## src/rtl/wb_pkg.sv

```systemverilog
// Shared definitions for the writeback stage: datapath width, register
// address width and the FSM state encoding.
package wb_pkg;

  localparam int INSTR_WIDTH    = 32;
  localparam int REG_ADDR_WIDTH = 5;
  localparam int RETIRED_WIDTH  = 32;

  // EMPTY: nothing held. READY: result held, written this cycle.
  // WAIT_MEM: load captured, waiting for the data-memory response.
  typedef enum logic [1:0] {
    WB_EMPTY    = 2'b00,
    WB_READY    = 2'b01,
    WB_WAIT_MEM = 2'b10
  } wb_state_e;

endpackage

```

## src/rtl/wb_fsm.sv

```systemverilog
// Writeback control FSM. Owns the state register and the registered stall,
// and produces the per-edge strobes the datapath uses:
//   capture   - MEM stage fields are sampled at this edge (valid instruction)
//   load_done - load data is latched at this edge
//   retire    - the held instruction leaves READY at this edge
// Handshake: the MEM stage may only advance an instruction into this stage on
// an edge where stall is 0; while stall is 1 the MEM inputs are ignored and
// the upstream must hold them. rvalid is only consumed in WAIT_MEM.
module wb_fsm
  import wb_pkg::*;
(
  input  logic      clk,
  input  logic      rst,
  input  logic      mem_valid,
  input  logic      mem_wb_sel,
  input  logic      dmem_rvalid,
  input  logic      flush,
  output wb_state_e state,
  output logic      stall,
  output logic      capture,
  output logic      load_done,
  output logic      retire
);

  wb_state_e state_next;

  // Next-state and strobe decode; flush dominates capture and rvalid.
  always_comb begin
    state_next = state;
    capture    = 1'b0;
    load_done  = 1'b0;
    retire     = (state == WB_READY);
    if (flush) begin
      state_next = WB_EMPTY;
    end else begin
      case (state)
        WB_EMPTY, WB_READY: begin
          if (mem_valid) begin
            capture    = 1'b1;
            state_next = mem_wb_sel ? WB_WAIT_MEM : WB_READY;
          end else begin
            state_next = WB_EMPTY;
          end
        end
        WB_WAIT_MEM: begin
          if (dmem_rvalid) begin
            load_done  = 1'b1;
            state_next = WB_READY;
          end
        end
        default: state_next = WB_EMPTY;
      endcase
    end
  end

  // State register plus registered stall, which mirrors WAIT_MEM exactly.
  always_ff @(posedge clk or posedge rst) begin
    if (rst) begin
      state <= WB_EMPTY;
      stall <= 1'b0;
    end else begin
      state <= state_next;
      stall <= (state_next == WB_WAIT_MEM);
    end
  end

endmodule

```

## src/rtl/wb_stage.sv

```systemverilog
// Writeback stage: holds one instruction from MEM, waits for load data when
// needed, and presents a single-cycle register-file write in READY. Also
// counts retired instructions (every exit from READY, including r0 writes
// and non-writing instructions).
module wb_stage
  import wb_pkg::*;
#(
  parameter int INSTR_WIDTH = wb_pkg::INSTR_WIDTH
) (
  input  logic                      clk,
  input  logic                      rst,
  input  logic                      W_MEM_valid,
  input  logic                      W_MEM_w_reg_ena,
  input  logic [REG_ADDR_WIDTH-1:0] W_MEM_w_addr,
  input  logic [INSTR_WIDTH-1:0]    W_MEM_alu_res,
  input  logic                      W_MEM_wb_sel,
  input  logic                      W_dmem_rvalid,
  input  logic [INSTR_WIDTH-1:0]    W_dmem_rdata,
  input  logic                      W_flush,
  output logic                      W_WB_w_reg_ena,
  output logic [REG_ADDR_WIDTH-1:0] W_WB_w_addr,
  output logic [INSTR_WIDTH-1:0]    W_WB_w_data,
  output logic                      W_WB_stall,
  output logic [RETIRED_WIDTH-1:0]  W_WB_retired
);

  wb_state_e                 state;
  logic                      capture;
  logic                      load_done;
  logic                      retire;
  logic                      ena_q;
  logic [REG_ADDR_WIDTH-1:0] addr_q;
  logic [INSTR_WIDTH-1:0]    data_q;
  logic [RETIRED_WIDTH-1:0]  retired_q;

  wb_fsm u_fsm (
    .clk         (clk),
    .rst         (rst),
    .mem_valid   (W_MEM_valid),
    .mem_wb_sel  (W_MEM_wb_sel),
    .dmem_rvalid (W_dmem_rvalid),
    .flush       (W_flush),
    .state       (state),
    .stall       (W_WB_stall),
    .capture     (capture),
    .load_done   (load_done),
    .retire      (retire)
  );

  // Held instruction fields; a load keeps the old data until its response
  // arrives so w_data stays stable while waiting.
  always_ff @(posedge clk or posedge rst) begin
    if (rst) begin
      ena_q  <= 1'b0;
      addr_q <= '0;
      data_q <= '0;
    end else begin
      if (capture) begin
        ena_q  <= W_MEM_w_reg_ena;
        addr_q <= W_MEM_w_addr;
        if (!W_MEM_wb_sel) begin
          data_q <= W_MEM_alu_res;
        end
      end else if (load_done) begin
        data_q <= W_dmem_rdata;
      end
    end
  end

  // Retired-instruction counter; wraps naturally at its full width.
  always_ff @(posedge clk or posedge rst) begin
    if (rst) begin
      retired_q <= '0;
    end else if (retire) begin
      retired_q <= retired_q + 1'b1;
    end
  end

  // Write port: r0 is never written even if the instruction asks for it.
  always_comb begin
    W_WB_w_reg_ena = (state == WB_READY) && ena_q && (addr_q != '0);
    W_WB_w_addr    = addr_q;
    W_WB_w_data    = data_q;
    W_WB_retired   = retired_q;
  end

endmodule

```

## config.mk

```make
export PLATFORM = sky130hd
export DESIGN_NAME = wb_stage
export DESIGN_NICKNAME = d
export VERILOG_FILES = /design/src/rtl/wb_pkg.sv /design/src/rtl/wb_fsm.sv /design/src/rtl/wb_stage.sv
export SDC_FILE = /design/constraint.sdc
export NUM_CORES = 1
export LEC_CHECK = 0
export ABC_AREA = 1
export BUFFER_PORTS_ARGS = -buffer_cell sky130_fd_sc_hd__buf_2
export CAP_MARGIN = 20
export CORE_UTILIZATION = 45
export DETAILED_ROUTE_END_ITERATION = 7
export PLACE_DENSITY = 0.75
export SLEW_MARGIN = 25
export SYNTH_ARGS = -nofsm -noshare
export SYNTH_HDL_FRONTEND = slang
export SYNTH_HIERARCHICAL = 1
export SYNTH_SLANG_ARGS = --single-unit
export TNS_END_PERCENT = 50
```

## constraint.sdc

```tcl
create_clock -name clk -period 3.2 [get_ports clk]
set_input_delay 0.32 -clock clk [delete_from_list [all_inputs] [get_ports clk]]
set_output_delay 0.32 -clock clk [all_outputs]
set_load 0.005 [all_outputs]
```

# After elaboration in Yosys (flattened, before gate mapping)

Cells that the tools add are included.
W data, S select, Z words.

Bits in registers: 73
Bits of input ports: 76
Logic and storage cells: 32
Output and inout bits: 71

Reductions and logical operators: 7
Equal/unequal tests: 4
Multiplexer cells: 14
Add/sub/neg operators: 1

Operators by type and width:

| kind                    | number |
|---|---|
| $mux W32                | 3 |
| $add A32 B1 Y32 const B | 1 |
| $mux W2                 | 4 |
| $mux W1                 | 6 |
| $reduce_bool A5 Y1      | 1 |
| $eq A2 B2 Y1 const B    | 2 |
| $pmux W2 S2             | 1 |
| $eq A2 B1 Y1 const B    | 1 |
| $logic_and A1 B1 Y1     | 2 |
| $logic_not A2 Y1        | 1 |
| $ne A2 B2 Y1 const B    | 1 |
| $reduce_and A2 Y1       | 1 |
| $reduce_bool A2 Y1      | 1 |
| $reduce_or A2 Y1        | 1 |

# Logic depth before layout (Yosys ltp)

Depth after elaboration: 6
Mapped depth: 11
Gate-level depth less buffers: 10

# Hierarchy

Netlist, hierarchy kept.

Modules (own cells, without submodules):

| module   | instances | area each (um^2) | cells an instance | seq. area each (um^2) |
|---|---|---|---|---|
| wb_stage | 1         | 3518.4           | 422               | 1751.7 |
| wb_fsm   | 1         | 147.6            | 19                | 75.1 |

# Least setup slack after synthesis

Ideal clock, no wire load.

Path kind: reg-to-reg
Start point: register u_fsm.state[1]
End point: register retired_q[22] (netlist: W_WB_retired[22])
Setup time: 121 ps
Data required time: 3079 ps
Arrival time: 1390 ps
Path slack: 1689 ps
Clock period less this slack: 1511 ps
Buffers on the path: 0
Stages on the path, launching flop included: 8
Cells stage by stage: dfrtp_1 > nor2_1 > inv_2 > nor2_1 > nand2_1 > nor2_2 > nand2_1 > xor2_1

Word-level cells in the longest chain between the ends: 1

Ends and longest elaborated chain:

| what                   | RTL line       | text |
|---|---|---|
| start, declared        | wb_fsm.sv:18   | `output wb_state_e state,` |
| start signal, assigned | wb_fsm.sv:62   | `state <= state_next;` |
| $eq A2 B1 Y1           | wb_fsm.sv:32   | `retire = (state == WB_READY);` |
| via retire             | wb_stage.sv:30 | `logic retire;` |
| end signal, assigned   | wb_stage.sv:75 | `retired_q <= retired_q + 1'b1;` |
| end, declared          | wb_stage.sv:34 | `logic [RETIRED_WIDTH-1:0] retired_q;` |

The timed path passes the listed nets, and every way through them passes these cells.
A chain may end at the register's enable or synchronous reset.

# Worst setup path in the final report

Start point: register u_fsm.state[1]
End point: register data_q[12] (netlist: W_WB_w_data[12])

Word-level cells in the longest chain between the ends: 6
Elaborated cells between the ends (all ways): 12
Those cells by class: eq/ne: 3; mux: 5; reduce/logical: 4

Ends and longest elaborated chain:

| what                                                                       | RTL line       | text |
|---|---|---|
| $eq A2 B1 Y1 / $logic_not A2 Y1 (equally long branches)                    | wb_fsm.sv:36   | `case (state)` |
| $reduce_or A2 Y1 *                                                         | wb_fsm.sv:36   |  |
| $mux W1 *                                                                  | wb_fsm.sv:36   |  |
| $mux W1 *                                                                  | wb_fsm.sv:33   | `if (flush) begin` |
| via capture                                                                | wb_stage.sv:28 | `logic capture;` |
| $ne A2 B2 Y1 (no source line) / $reduce_bool A2 Y1 (equally long branches) | -              |  |
| $reduce_and A2 Y1 (no source line)                                         | -              |  |
| end signal, assigned                                                       | wb_stage.sv:62 | `data_q <= W_MEM_alu_res;` |
| end signal, assigned                                                       | wb_stage.sv:65 | `data_q <= W_dmem_rdata;` |
| end, declared                                                              | wb_stage.sv:33 | `logic [INSTR_WIDTH-1:0] data_q;` |

The timed path passes the listed nets; every way through them passes the cells marked *.

==> impl_metrics.ini <==
[run_status]
status = finished clean

[clocking]
number_of_clock_sinks_seen_by_cts = 73
clk_latency_ns = 0.34
cts-buffers-inserted = 9
clock-root-buffer = sky130_fd_sc_hd__clkbuf_8
worst_setup_hold_path_clk_slew_ns = 0.08
cts_htree_levels = 3
clockBufferDepth = 2
clock_tree_from_tritoncts = built

[synth]
synth-seq-area-share_pct = 49.8
synth_fp_nets = 518
synthDistinctLibCells = 27
async_sr_flop_fraction_pct = 100
synth.cell_area_sq_um = 3670
postSynthAreaPerCell_sq_um = 8.31
post-synth-top-area-cell = sky130_fd_sc_hd__dfrtp_1
ys.warnings.count = 6
syn_inst = 441
most_used_dff_post_synth = sky130_fd_sc_hd__dfrtp_1
synth_seq_cells = 73
synth.top_cells.by_area = sky130_fd_sc_hd__dfrtp_1 (50%), sky130_fd_sc_hd__nand2_1 (14%), sky130_fd_sc_hd__nor2_1 (5.6%)
synth_top_area_share_pct = 49.8
synth-edff-count = 0

[critical_path]
critPathArrivalTime_ns = 2.42
crit_path_end_kind = flop
timing.critical_path.required_ns = 3.45
rr_startpoint = u_fsm/state[1]
setup.worst_path.start_class = flop
origin_of_the_worst_setup_path = u_fsm/state[1]
setup.reg_to_reg.worst_slack_ns = 1.04
worst_setup_path_class = flop to flop
crit_path_max_fanout = 38

[final_layout]
area_growth_pct = 26.3
area_of_the_multi_input_gates_sq_um = 1570
final-seq-area_sq_um = 1830
nNetsFinal = 665
antennaDiodeCount = 0
fillCellCount = 710
ratio_of_cells_with_drive_above_1_in_the_final_layout_pct = 32.7
postLayoutCoreUtil_pct = 59.3
fin_cells = 695

[global_route]
gr-total-overflow = 0
global_route_total_usage_across_every_layer_pct = 20.8
wire_length_of_the_first_global_routing_pass_um = 13900
antenna_found_initial = 0
grt_max_degree = 41
first_global_vias = 3000

[routing]
routed_via_density = 4.84
drc = 0
drt_first_pass_iters = 4
totalWireLength_um = 8410
vias = 3366
drt-initial-drc-count = 102
routed_wire_length_per_instance_um = 12.1
antenna_violating_nets_post_route = 0

[timing]
setup_viol = 0
max_slew.worst_pin.slew_ns = 0.700
achievable_clock_frequency_mhz = 463
worst_setup_skew_after_layout_ns = 0.0110
timing.final.crit_period_ns = 2.16
min_hold_slack_ns = 0.173
totalNegativeSetupSlack_ns = 0
final_max_slew_viol_count = 0
slew_headroom_pct = 53.3
period_share_pct = 67.5
grt_setup_unrepaired = false
finalHoldViolCount = 0

[die]
die_w_um = 92.3
fp.dieH_um = 92.3
initial_core_util_pct = 47.0
dieArea_sq_um = 8510
core-area_sq_um = 7810
fp-row-count = 32
io_pins = 147

[power_and_ir_drop]
power.density_nw_per_um2 = 484
p_leak_uw = 0.00238
worst_ir_drop_vdd_mv = 0.283

[place]
dpl.cell_count = 678
gp_congestion = 0.838
port-buffer-count = 146
place_hpwl_um = 6400

[min_path]
worst_hold_path_type = primary input to flop
hp-start = W_MEM_w_addr[3]

[flow_run]
maxCapViolations = 0
## cells by family (layout without fill, tap and decap cells)
logic type | after synthesis | after routing | synth area share, %
AND/OR/NAND/NOR | 253 | 253 | 30.8
XOR/XNOR | 21 | 21 | 5.02
adder cells (fa/ha/maj) | 1 | 1 | 0.341
AO/OA/AOI/OAI | 38 | 38 | 6.69
buffers and inverters | 55 | 207 | 7.34
flip-flops | 73 | 73 | 49.8
## area by class of cell
type	instances	area share (%)
flip-flops and latches	73	39.4
multi-input cells	313	34.0
repair buffers	151	16.6
inverters	40	3.30
clock buffers	11	3.27
well taps	102	2.76
clock inverters	5	0.648
## timing repair
action,CTS,global route
hold buffers,1,0
setup buffers,0,0
resized for setup,0,0
endpoints found under the hold margin,3,0
## state kept, by name, indices dropped and copies added, names as in the netlist
signal        flops
W_WB_retired     32
W_WB_w_addr       5
W_WB_w_data      32
ena_q             1
u_fsm/stall       1
u_fsm/state       2
## placed cells by master, fill, tap and decap left out
cell and instances:
sky130_fd_sc_hd__buf_2 146, sky130_fd_sc_hd__nand2_1 139, sky130_fd_sc_hd__dfrtp_1 73, sky130_fd_sc_hd__nor2_1 54
sky130_fd_sc_hd__inv_1 36, sky130_fd_sc_hd__a31oi_1 32, sky130_fd_sc_hd__nand3_1 24, sky130_fd_sc_hd__xnor2_1 11
sky130_fd_sc_hd__nand4_1 11, sky130_fd_sc_hd__clkbuf_8 11, sky130_fd_sc_hd__xor2_1 10, sky130_fd_sc_hd__nor2_4 9
sky130_fd_sc_hd__nand2_2 7, sky130_fd_sc_hd__nor2_2 4, sky130_fd_sc_hd__buf_4 4, sky130_fd_sc_hd__inv_2 3
sky130_fd_sc_hd__clkinv_2 3, sky130_fd_sc_hd__nand3b_1 2, sky130_fd_sc_hd__o21ai_0 2, sky130_fd_sc_hd__clkinvlp_4 2
sky130_fd_sc_hd__a21oi_1 2, sky130_fd_sc_hd__nand3_2 1, sky130_fd_sc_hd__nand3_4 1, sky130_fd_sc_hd__inv_4 1
sky130_fd_sc_hd__o21ai_4 1, sky130_fd_sc_hd__nor3_1 1, sky130_fd_sc_hd__ha_1 1, sky130_fd_sc_hd__dlygate4sd3_1 1
sky130_fd_sc_hd__a21oi_2 1
## critical path, cell delays in order, from the launching register on
cell and delay [ns]:
sky130_fd_sc_hd__dfrtp_1 0.43, sky130_fd_sc_hd__inv_2 0.08, sky130_fd_sc_hd__nand2_1 0.06, sky130_fd_sc_hd__nor2_2 0.15, sky130_fd_sc_hd__inv_4 0.18, sky130_fd_sc_hd__o21ai_4 0.51
sky130_fd_sc_hd__buf_4 0.43, sky130_fd_sc_hd__nor2_1 0.07, sky130_fd_sc_hd__a31oi_1 0.16
## Yosys cell counts (3+ instances only)
cell,instances
sky130_fd_sc_hd__a31oi_1,32
sky130_fd_sc_hd__xnor2_1,11
sky130_fd_sc_hd__nor2_1,55
sky130_fd_sc_hd__dfrtp_1,73
sky130_fd_sc_hd__buf_4,3
sky130_fd_sc_hd__nand2_1,139
sky130_fd_sc_hd__nor2_4,9
sky130_fd_sc_hd__nor2_2,3
sky130_fd_sc_hd__nand4_1,11
sky130_fd_sc_hd__inv_1,37
sky130_fd_sc_hd__buf_8,3
sky130_fd_sc_hd__nand2_2,7
sky130_fd_sc_hd__xor2_1,10
sky130_fd_sc_hd__clkbuf_1,7
sky130_fd_sc_hd__nand3_1,24
## power breakdown
part / internal, uW / leakage, uW / switching (uW) / total [uW]
Sequential: 1060 / 0.000911 / 98.7 / 1160
Clock: 320 / 0.0000911 / 338 / 657
Combinational: 211 / 0.00138 / 217 / 428
Total: 1590 / 0.00238 / 654 / 2240
## per-layer routing
metal  vias up  share of wire, %  global-route usage [%]
li1       1695                 -                       -
met1      1543                45                    27.0
met5         -                 0                       0
met2       120                48                    34.4
met4         0               1.0                    6.77
met3         8               6.1                    4.81
## stage by stage
step                      area [sq um]  power, uW  setup slack [ns]
final                             4630       2240              1.04
after global routing              4630       2380             0.773
after CTS                         4630       2270              1.05
after detailed placement          4440       1610              1.03
after global placement            4440       1590              1.12
after floorplan                   3670       1380              1.11
## final timing paths
check,endpoint,depth (start not counted)
max,W_WB_w_data[12],8
min,W_WB_w_addr[3],3
max reg2reg,W_WB_w_data[12],8
min reg2reg,ena_q,2
max in group asynchronous,W_WB_w_data[12],4
min in group asynchronous,u_fsm/stall,3
Note: power is estimated with default switching activity, not from simulation.
